### config.mk
export PLATFORM = sky130hd
export DESIGN_NAME = btn_debounce
export DESIGN_NICKNAME = d
export VERILOG_FILES = /design/src/rtl/btn_pkg.sv /design/src/rtl/btn_debounce_ch.sv /design/src/rtl/btn_debounce.sv
export SDC_FILE = /design/constraint.sdc
export NUM_CORES = 1
export LEC_CHECK = 0
export ABC_AREA = 1
export CORE_MARGIN = 2
export CORE_UTILIZATION = 61
export CTS_CLUSTER_SIZE = 20
export DETAILED_ROUTE_END_ITERATION = 6
export PLACE_DENSITY = 0.89
export SYNTH_ARGS = -nofsm -noshare
export SYNTH_HDL_FRONTEND = slang
export SYNTH_SLANG_ARGS = --single-unit
### constraint.sdc
create_clock -name clock -period 2.05 [get_ports clock]
set_input_delay 0.41 -clock clock [delete_from_list [all_inputs] [get_ports clock]]
set_output_delay 0.41 -clock clock [all_outputs]
set_load 0.01 [all_outputs]
### src/rtl/btn_pkg.sv
// Shared definitions for the push-button conditioning slice: FSM encoding and
// debounce length defaults for synthesis and for simulation benches.
package btn_pkg;

  localparam logic [1:0] IDLE_LOW  = 2'b00;
  localparam logic [1:0] WAIT_HIGH = 2'b01;
  localparam logic [1:0] IDLE_HIGH = 2'b10;
  localparam logic [1:0] WAIT_LOW  = 2'b11;

  typedef enum logic [1:0] {
    S_IDLE_LOW  = IDLE_LOW,
    S_WAIT_HIGH = WAIT_HIGH,
    S_IDLE_HIGH = IDLE_HIGH,
    S_WAIT_LOW  = WAIT_LOW
  } btn_state_e;

  localparam int NB_DBC_DEF     = 20;
  // 10 ms at 100 MHz
  localparam int DBC_CYCLES_SYN = 1000000;
  localparam int SIM_DBC_CYCLES = 4;

endpackage

### src/rtl/btn_debounce_ch.sv
// One button channel: 2-flop synchroniser, qualify FSM with hold counter, and
// registered level / rise / fall / busy outputs.
module btn_debounce_ch
  import btn_pkg::*;
#(
  parameter int NB_DBC     = NB_DBC_DEF,
  parameter int DBC_CYCLES = DBC_CYCLES_SYN
) (
  input  logic clock,
  input  logic reset,
  input  logic i_btn,
  output logic o_level,
  output logic o_rise,
  output logic o_fall,
  output logic o_busy
);

  if ((DBC_CYCLES < 2) || (longint'(DBC_CYCLES) > ((64'sd1 <<< NB_DBC) - 64'sd1))) begin : g_bad_cfg
    $error("btn_debounce_ch: DBC_CYCLES=%0d does not fit NB_DBC=%0d", DBC_CYCLES, NB_DBC);
  end

  localparam logic [NB_DBC-1:0] CNT_LAST = NB_DBC'(DBC_CYCLES - 1);
  localparam logic [NB_DBC-1:0] CNT_ONE  = NB_DBC'(1);

  logic              sync1_q, sync2_q;
  btn_state_e        state_q, state_d;
  logic [NB_DBC-1:0] cnt_q, cnt_d;
  logic              level_q, level_d;
  logic              rise_q, rise_d;
  logic              fall_q, fall_d;
  logic              busy_q, busy_d;

  always_comb begin
    state_d = state_q;
    cnt_d   = cnt_q;
    level_d = level_q;
    rise_d  = 1'b0;
    fall_d  = 1'b0;
    case (state_q)
      S_IDLE_LOW: begin
        level_d = 1'b0;
        if (sync2_q) begin
          state_d = S_WAIT_HIGH;
          cnt_d   = CNT_ONE;
        end else begin
          cnt_d = '0;
        end
      end
      S_WAIT_HIGH: begin
        // any reversal drops all accumulated credit
        if (!sync2_q) begin
          state_d = S_IDLE_LOW;
          cnt_d   = '0;
        end else if (cnt_q == CNT_LAST) begin
          state_d = S_IDLE_HIGH;
          level_d = 1'b1;
          rise_d  = 1'b1;
          cnt_d   = '0;
        end else begin
          cnt_d = cnt_q + CNT_ONE;
        end
      end
      S_IDLE_HIGH: begin
        level_d = 1'b1;
        if (!sync2_q) begin
          state_d = S_WAIT_LOW;
          cnt_d   = CNT_ONE;
        end else begin
          cnt_d = '0;
        end
      end
      S_WAIT_LOW: begin
        if (sync2_q) begin
          state_d = S_IDLE_HIGH;
          cnt_d   = '0;
        end else if (cnt_q == CNT_LAST) begin
          state_d = S_IDLE_LOW;
          level_d = 1'b0;
          fall_d  = 1'b1;
          cnt_d   = '0;
        end else begin
          cnt_d = cnt_q + CNT_ONE;
        end
      end
      default: begin
        state_d = S_IDLE_LOW;
        cnt_d   = '0;
        level_d = 1'b0;
      end
    endcase
    busy_d = (state_d == S_WAIT_HIGH) || (state_d == S_WAIT_LOW);
  end

  always_ff @(posedge clock) begin
    if (reset) begin
      sync1_q <= 1'b0;
      sync2_q <= 1'b0;
      state_q <= S_IDLE_LOW;
      cnt_q   <= '0;
      level_q <= 1'b0;
      rise_q  <= 1'b0;
      fall_q  <= 1'b0;
      busy_q  <= 1'b0;
    end else begin
      sync1_q <= i_btn;
      sync2_q <= sync1_q;
      state_q <= state_d;
      cnt_q   <= cnt_d;
      level_q <= level_d;
      rise_q  <= rise_d;
      fall_q  <= fall_d;
      busy_q  <= busy_d;
    end
  end

  assign o_level = level_q;
  assign o_rise  = rise_q;
  assign o_fall  = fall_q;
  assign o_busy  = busy_q;

endmodule

### src/rtl/btn_debounce.sv
// Debounces NB_BTN independent raw push-buttons into clean levels plus
// single-cycle rise/fall pulses; all outputs are registered.
module btn_debounce
  import btn_pkg::*;
#(
  parameter int NB_BTN     = 4,
  parameter int NB_DBC     = NB_DBC_DEF,
  parameter int DBC_CYCLES = DBC_CYCLES_SYN
) (
  input  logic              clock,
  input  logic              reset,
  input  logic [NB_BTN-1:0] i_btn,
  output logic [NB_BTN-1:0] o_btn_level,
  output logic [NB_BTN-1:0] o_btn_rise,
  output logic [NB_BTN-1:0] o_btn_fall,
  output logic [NB_BTN-1:0] o_busy
);

  for (genvar gi = 0; gi < NB_BTN; gi++) begin : g_ch
    btn_debounce_ch #(
      .NB_DBC     (NB_DBC),
      .DBC_CYCLES (DBC_CYCLES)
    ) u_ch (
      .clock   (clock),
      .reset   (reset),
      .i_btn   (i_btn[gi]),
      .o_level (o_btn_level[gi]),
      .o_rise  (o_btn_rise[gi]),
      .o_fall  (o_btn_fall[gi]),
      .o_busy  (o_busy[gi])
    );
  end

endmodule

# Word-level counts from Yosys, hierarchy flattened
# Index checks and enable logic that the tools add are counted.
word_totals:
  register_bits: 112
  inputBits: 6
  out_inout_bits: 16
  wordCells: 184
classes:
  addsub: 4
  eq_ne: 40
  n_mux: 76
  n_bitwise: 12
  reduce_logical: 20
ops:
  columns: ["operator", "count"]
  rows:
  - ["$pmux 20 s4", 4]
  - ["$mux 20", 12]
  - ["$add 20x1->20 const B", 4]
  - ["$eq 20x20->1 const B", 4]
  - ["$mux 2", 24]
  - ["$pmux 2 s4", 4]
  - ["$mux 1", 28]
  - ["$eq 2x2->1 const B", 12]
  - ["$ne 2x1->1 const B", 12]
  - ["$reduce_or 3->1", 8]
  - ["$eq 2x1->1 const B", 8]
  - ["$pmux 1 s4", 4]
  - ["$reduce_and 4->1", 4]
  - ["$not 1->1", 12]
  - ["$logic_not 2->1", 4]
  - ["$ne 2x2->1 const B", 4]
  - ["$logic_or 1x1->1", 4]

# Logic depth before layout (Yosys ltp)
# Gate-level depths: netlist (run 1).
depth:
  ltp_word: 6
  ltp_mapped: 12

# Hierarchy
# Synthesis (run 1) repeated with hierarchy kept, for this count alone.
hier_totals:
  cells_unflattened: 804
  area_unflattened_um2: 5743.0
modules_own_cells:
  columns: ["mod", "instances", "cells_per_inst", "area_per_inst_um2", "seq_area_each_um2"]
  rows:
  - ["btn_debounce_ch (g_ch[0].u_ch ...)", 3, 202, 1432.6, 560.5]
  - ["btn_debounce_ch (g_ch[3].u_ch)", 1, 198, 1445.1, 540.5]

# Worst setup path before layout (run 1)
# Ideal clock, no wire load.
synth_path:
  path_type: "register to register"
  from: "register g_ch[3].u_ch.cnt_q[0]"
  to: "register g_ch[3].u_ch.cnt_q[4]"
  setup_time_ps: 116
  t_arrival_ps: 1394
  required_time_ps: 1934
  slack_ps: 540
  path_stages_with_launch: 12
  n_path_buf: 1
  cell_sequence: "dfxtp_1 -> ha_1 -> nand2_1 -> nor2_4 -> inv_1 -> nor2_1 -> nand3_2 -> nand2_2 -> nor2_2 -> nand2_4 -> buf_6 -> nor2_1"
synth_via:
  elab_chain_len: 4
  word_cells_on_any_way: 6
  classes_between: "add/sub: 1; eq/ne: 1; mux: 4"
synth_rtl:
  columns: ["element", "line_no", "rtl"]
  rows:
  - ["start, declared", "btn_debounce_ch.sv:27", "logic [NB_DBC-1:0] cnt_q, cnt_d;"]
  - ["start signal, assigned", "btn_debounce_ch.sv:108", "cnt_q <= cnt_d;"]
  - ["$add 20x1->20 / $eq 20x20->1 (equally long branches)", null, null]
  - ["$mux 20 *", "btn_debounce_ch.sv:54, btn_debounce_ch.sv:76", null]
  - ["$mux 20 (on tied branches)", "btn_debounce_ch.sv:73, btn_debounce_ch.sv:51", null]
  - ["$pmux 20 s4 *", "btn_debounce_ch.sv:39", "case (state_q)"]
# Mark *: on every way between the ends. The rest lies on a longest branch, timed or not.
# A chain may end at the register's enable or synchronous reset.

# Final worst setup path (run 1)
layout_path:
  from: "register g_ch[0].u_ch.busy_q"
  to: "output port o_busy[0]"
layout_lines:
  columns: ["element", "line_no", "rtl"]
  rows:
  - ["start, declared", "btn_debounce_ch.sv:31", "logic busy_q, busy_d;"]
  - ["start signal, assigned", "btn_debounce_ch.sv:112", "busy_q <= busy_d;"]
  - ["end, declared", "btn_debounce.sv:16", "output logic [NB_BTN-1:0] o_busy"]
# No word-level cell between the ends.

==> flow_metrics.tcl, run 1 <==
set metrics [dict create \
    vias 4596 \
    cp_num_buf_inv 1 \
    placed_area_um2 5660 \
    postCtsSetupBuffers 0 \
    ant_nets 0 \
    gp_congestion 0.894 \
    cp_slowest_cell "clkdlybuf4s50_1" \
    ff2ff_setup_slack_ns 0.24 \
    async_reset_ff_frac 0 \
    cp_slowest_stage_delay_ns 0.64 \
    p_leak_nw 2.19 \
    core-area_um2 8680 \
    rows 34 \
    netlist_top_cells_area "dfxtp_1 40%, nor2_1 8.7%, nand2_1 8.2%, inv_1 6.7%, ha_1 4.6%" \
    synth_fp_nets 765 \
    hpwl_mm 7.70 \
    clock_latency_ns 0.37 \
    die_y_um 98.5 \
    grt_pass1_wl_mm 18.0 \
    drive_above_1_share 0.0794 \
    syn_area_um2 5450 \
    r2r_cells 5 \
    crit_type "reg -> out" \
    power_per_cell_area_nw_per_um2 598 \
    cap_violations 0 \
    num-fill-cells 697 \
    multi_input_area_um2 2760 \
    synth-edff-count 0 \
    slew_viol_final 0 \
    finalCritPeriodShare 0.911 \
    timing.rr.end "g_ch[0].u_ch.cnt_q[8]$_SDFF_PP0_" \
    grt_pass1_vias 4381 \
    yosys_most_used_dff "dfxtp_1" \
    hold_depth 2 \
    cp_data_required_time_ns 1.64 \
    antenna_found_initial 0 \
    seqCellArea_um2 2160 \
    arrival_ns 1.46 \
    min_path_type "reg -> reg" \
    post-place-ws_ns 0.156 \
    ys_seq_elements 108 \
    reg2reg_from "g_ch[0].u_ch.o_busy$_SDFF_PP0_" \
    hold_viol_final 0 \
    finalSetupTns_ns 0 \
    status "finished clean" \
    cts_resized 0 \
    clock_sinks 108 \
    setup_viol 0 \
    cts-htree-levels 3 \
    first_pass_iters 5 \
    cp.depth 1 \
    area_growth_pct 6.91 \
    portBuffers 21 \
    min_period_ns 1.87 \
    path_max_fanout 6 \
    yosys_warnings 0 \
    grt_max_degree 20 \
    drc_errors 0 \
    avgViaCountPerCell 5.32 \
    seq_area_frac_synth 0.397 \
    wirelength_mm 10.3 \
    cts_root_buffer "clkbuf_8" \
    cts_buffers 9 \
    ys_types 41 \
    mostFrequentLayoutCells "125 x nor2_1, 119 x nand2_1, 108 x dfxtp_1" \
    fin_nets 778 \
    wl_per_cell_um 11.9 \
    vdd_drop_max_mv 0.355 \
    synth_largest_area_cell "dfxtp_1" \
    cts-hold-fix-buffers 0 \
    drtIter0Drc 201 \
    cp-start-kind "flop" \
    critical_path.startpoint "g_ch[0].u_ch.o_busy$_SDFF_PP0_" \
    synth_top_area_share 0.397 \
    syn_avg_cell_area_um2 7.37 \
    timing.fmax_ghz 0.535 \
    diodes 0 \
    syn_inst 739 \
    timing.final.ws_setup_ns 0.182 \
    overflow 0 \
    cts_tree "built" \
    clkTransAtPathRegs_ns 0.09 \
    io_pins 22 \
    final_common_cell "nor2_1" \
    initial_core_util 0.628 \
    relSlewSlack 0.745 \
    fin_skew_ns 0.00806 \
    post-route-cell-area_um2 5830 \
    tightest_slew_ns 0.382 \
    critPathCapture "o_busy[0]" \
    cp_top_family "buffers and inverters" \
    end_kind "output pin" \
    die_width_um 98.5 \
    die_area_um2 9710 \
    grt.total_usage 0.219 \
    ctsLongestPathBuffers 2 \
    rsz0062_at_grt "false" \
    cp_cell_sequence "clkdlybuf4s50_1" \
]
-- sequential cells by signal (all words and copies together) (netlist names) --
register           count
g_ch.u_ch.state_q      6
g_ch.u_ch.sync2_q      4
g_ch.u_ch.o_fall       4
g_ch.u_ch.o_level      4
g_ch.u_ch.sync1_q      4
g_ch.u_ch.o_rise       4
g_ch.u_ch.o_busy       2
g_ch.u_ch.cnt_q       80
-- worst min path at each step --
| stage | from | endpoint | slack, ns |
|---|---|---|---|
| after CTS | g_ch[1].u_ch.sync1_q$_SDFF_PP0_ | g_ch[1].u_ch.sync2_q$_SDFF_PP0_ | 0.41 |
| final | g_ch[1].u_ch.sync1_q$_SDFF_PP0_ | g_ch[1].u_ch.sync2_q$_SDFF_PP0_ | 0.41 |
| after global routing | g_ch[1].u_ch.sync1_q$_SDFF_PP0_ | g_ch[1].u_ch.sync2_q$_SDFF_PP0_ | 0.43 |
| after floorplan | g_ch[0].u_ch.sync1_q$_SDFF_PP0_ | g_ch[0].u_ch.sync2_q$_SDFF_PP0_ | 0.39 |
| after detailed placement | g_ch[1].u_ch.sync1_q$_SDFF_PP0_ | g_ch[1].u_ch.sync2_q$_SDFF_PP0_ | 0.40 |
| after global placement | g_ch[3].u_ch.sync1_q$_SDFF_PP0_ | g_ch[3].u_ch.sync2_q$_SDFF_PP0_ | 0.39 |
-- synth_stat cells, types with 6 or more instances --
| cell | instances |
|---|---|
| nor2_1 | 126 |
| nand2_1 | 119 |
| dfxtp_1 | 108 |
| inv_1 | 97 |
| nand3_1 | 38 |
| nor3_1 | 32 |
| a21oi_1 | 29 |
| o21ai_0 | 22 |
| ha_1 | 20 |
| xor2_1 | 19 |
| buf_4 | 18 |
| nand4_1 | 15 |
| xnor2_1 | 11 |
| nor2_2 | 9 |
| nand3_2 | 8 |
| nor3_2 | 7 |
| nor3b_1 | 7 |
| nand2_2 | 6 |
-- metal layers --
layer,GRT usage,vias to the layer above,wire (µm)
met5,0,-,0
met4,0.0685,0,108
met3,0.0440,11,383
met2,0.398,100,5130
met1,0.259,2099,4690
li1,-,2386,-
-- per-stage QoR --
step	power, mW	utilization	hold slack [ns]	cells
after floorplan	2.34	-	0.388	739
after detailed placement	2.40	0.652	0.397	849
after global routing	3.62	0.671	0.426	864
after global placement	2.39	0.652	0.393	849
after CTS	3.51	0.670	0.411	864
final	3.48	0.671	0.408	864
-- worst register-to-register path, delay by kind of cell (launching register included) --
family | cells | cell delay (ns)
buffers and inverters | 1 | 0.07
AO/OA/AOI/OAI | 2 | 0.58
flip-flops | 1 | 0.46
adder cells (fa/ha/maj) | 1 | 0.25
AND/OR/NAND/NOR | 1 | 0.37
-- where the power goes --
part           switching [mW]  total, mW  internal (mW)  leakage [nW]
clock network           0.689       1.13          0.437        0.0796
registers              0.0324       2.16           2.13         0.873
logic                   0.111      0.199         0.0880          1.24
total                   0.833       3.48           2.65          2.19
-- area by class of cell --
cell class	count	share of cell area
clock buffer	11	0.0226
clock inverter	4	0.00451
inverter	100	0.0644
multi-input combinational	508	0.473
sequential	108	0.371
tap	108	0.0232
timing repair buffer	25	0.0412
-- cells by family (layout without fill, tap and decap cells) --
| kind of cell | count (synthesis) | count (layout) | share of synthesized area |
|---|---|---|---|
| AND/OR/NAND/NOR | 386 | 386 | 0.336 |
| buffers and inverters | 123 | 140 | 0.0990 |
| flip-flops | 108 | 108 | 0.397 |
| AO/OA/AOI/OAI | 72 | 72 | 0.0742 |
| XOR/XNOR | 30 | 30 | 0.0482 |
| adder cells (fa/ha/maj) | 20 | 20 | 0.0459 |
(Power assumes the default switching activity.)
==> run 2: changes to the inputs <==
Settings changed: CORE_UTILIZATION 61 to 62, CTS_CLUSTER_SIZE 20 to unset, DONT_BUFFER_PORTS set to 1, PLACE_DENSITY 0.89 to 0.87.
==> flow_metrics.tcl, run 2 (synthesized netlist as in run 1, its figures left out) <==
set metrics [dict create \
    drive_above_1_share 0.0842 \
    overflow 0 \
    first_pass_iters 5 \
    largestRegisters "g_ch.u_ch.cnt_q x80, g_ch.u_ch.state_q x6" \
    clock_latency_ns 0.38 \
    drtIter0Drc 165 \
    ctsLongestPathBuffers 2 \
    grt_max_degree 23 \
    initial_core_util 0.631 \
    postCtsSetupBuffers 0 \
    p_leak_nw 2.13 \
    final_common_cell "nor2_1" \
    r2r_cells 6 \
    hold_viol_final 0 \
    ant_nets 0 \
    tightest_slew_ns 0.405 \
    grt_pass1_vias 4548 \
    wl_per_cell_um 12.3 \
    cap_violations 0 \
    hold_depth 1 \
    cp_data_required_time_ns 2.32 \
    min_period_ns 1.79 \
    cts_resized 0 \
    gp_congestion 0.896 \
    finalNonFillerCells 844 \
    clkTransAtPathRegs_ns 0.10 \
    vias 4551 \
    die_y_um 97.7 \
    cts_tree "built" \
    io_pins 22 \
    grt.total_usage 0.228 \
    cts-htree-levels 3 \
    min_path_type "in -> reg" \
    placed_area_um2 5460 \
    die_width_um 97.7 \
    relSlewSlack 0.730 \
    area_growth_pct 4.06 \
    diodes 0 \
    cp_slowest_stage_delay_ns 0.45 \
    end_kind "flop" \
    cp_cell_sequence "ha_1 -> inv_1 -> o21ai_0 -> nand4_1 -> buf_4 -> a311oi_1" \
    finalSetupTns_ns 0 \
    vdd_drop_max_mv 0.376 \
    fin_nets 758 \
    power_per_cell_area_nw_per_um2 656 \
    setup_viol 0 \
    post-place-ws_ns 0.321 \
    wirelength_mm 10.4 \
    finalCritPeriodShare 0.873 \
    fin_skew_ns 0.0121 \
    fin_util 0.657 \
    rows 34 \
    cts-hold-fix-buffers 0 \
    cts_root_buffer "clkbuf_8" \
    ff2ff_setup_slack_ns 0.26 \
    crit_type "reg -> reg" \
    rsz0062_at_grt "false" \
    core-area_um2 8640 \
    cp_slowest_cell "dfxtp_1" \
    avgViaCountPerCell 5.39 \
    arrival_ns 2.06 \
    portBuffers 0 \
    cp-start-kind "flop" \
    place_inst 829 \
    post-route-cell-area_um2 5670 \
    holdWs_ns 0.0936 \
    clock_sinks 108 \
    status "finished clean" \
    cts_buffers 9 \
    slew_viol_final 0 \
    regMostFlops "g_ch.u_ch.cnt_q" \
    cp.depth 6 \
    timing.final.ws_setup_ns 0.260 \
    hpwl_mm 7.67 \
    drc_errors 0 \
    power_mw 3.72 \
    largest_register_ffs 80 \
    die_area_um2 9550 \
    path_max_fanout 12 \
    mostFrequentLayoutCells "126 x nor2_1, 119 x nand2_1, 108 x dfxtp_1" \
    antenna_found_initial 0 \
    grt_pass1_wl_mm 18.4 \
    cp_top_family "compound AO/OA/AOI/OAI gates" \
    timing.fmax_ghz 0.559 \
    cp_num_buf_inv 2 \
]
run 2: worst paths after layout:
kind,from,endpoint
worst min register to register,g_ch[2].u_ch.sync1_q$_SDFF_PP0_,g_ch[2].u_ch.sync2_q$_SDFF_PP0_
worst min-delay path,reset,g_ch[3].u_ch.sync1_q$_SDFF_PP0_
worst max register to register,g_ch[1].u_ch.state_q[0]$_SDFF_PP0_,g_ch[1].u_ch.cnt_q[5]$_SDFF_PP0_
worst max-delay path,g_ch[1].u_ch.state_q[0]$_SDFF_PP0_,g_ch[1].u_ch.cnt_q[5]$_SDFF_PP0_
run 2: per-layer routing:
metal / share of wire / global-route usage / vias up
met4: 0.020 / 0.0951 / 0
li1: - / - / 2346
met2: 0.49 / 0.411 / 83
met3: 0.038 / 0.0465 / 20
met1: 0.45 / 0.263 / 2102
met5: 0 / 0 / -
run 2: layout make-up:
type | instances | area [µm²]
clock buffer | 9 | 124
clock inverter | 6 | 88.8
fill | 722 | 2970
inverter | 100 | 375
multi-input combinational | 508 | 2750
sequential | 108 | 2160
tap | 108 | 135
timing repair buffer | 5 | 37.5
run 2: report_power, final:
| part | switching, mW | internal [mW] | total [mW] | leakage (nW) |
|---|---|---|---|---|
| combinational | 0.0977 | 0.0593 | 0.157 | 1.15 |
| clock | 0.719 | 0.683 | 1.40 | 0.102 |
| sequential | 0.0332 | 2.13 | 2.16 | 0.873 |
| total | 0.850 | 2.87 | 3.72 | 2.13 |
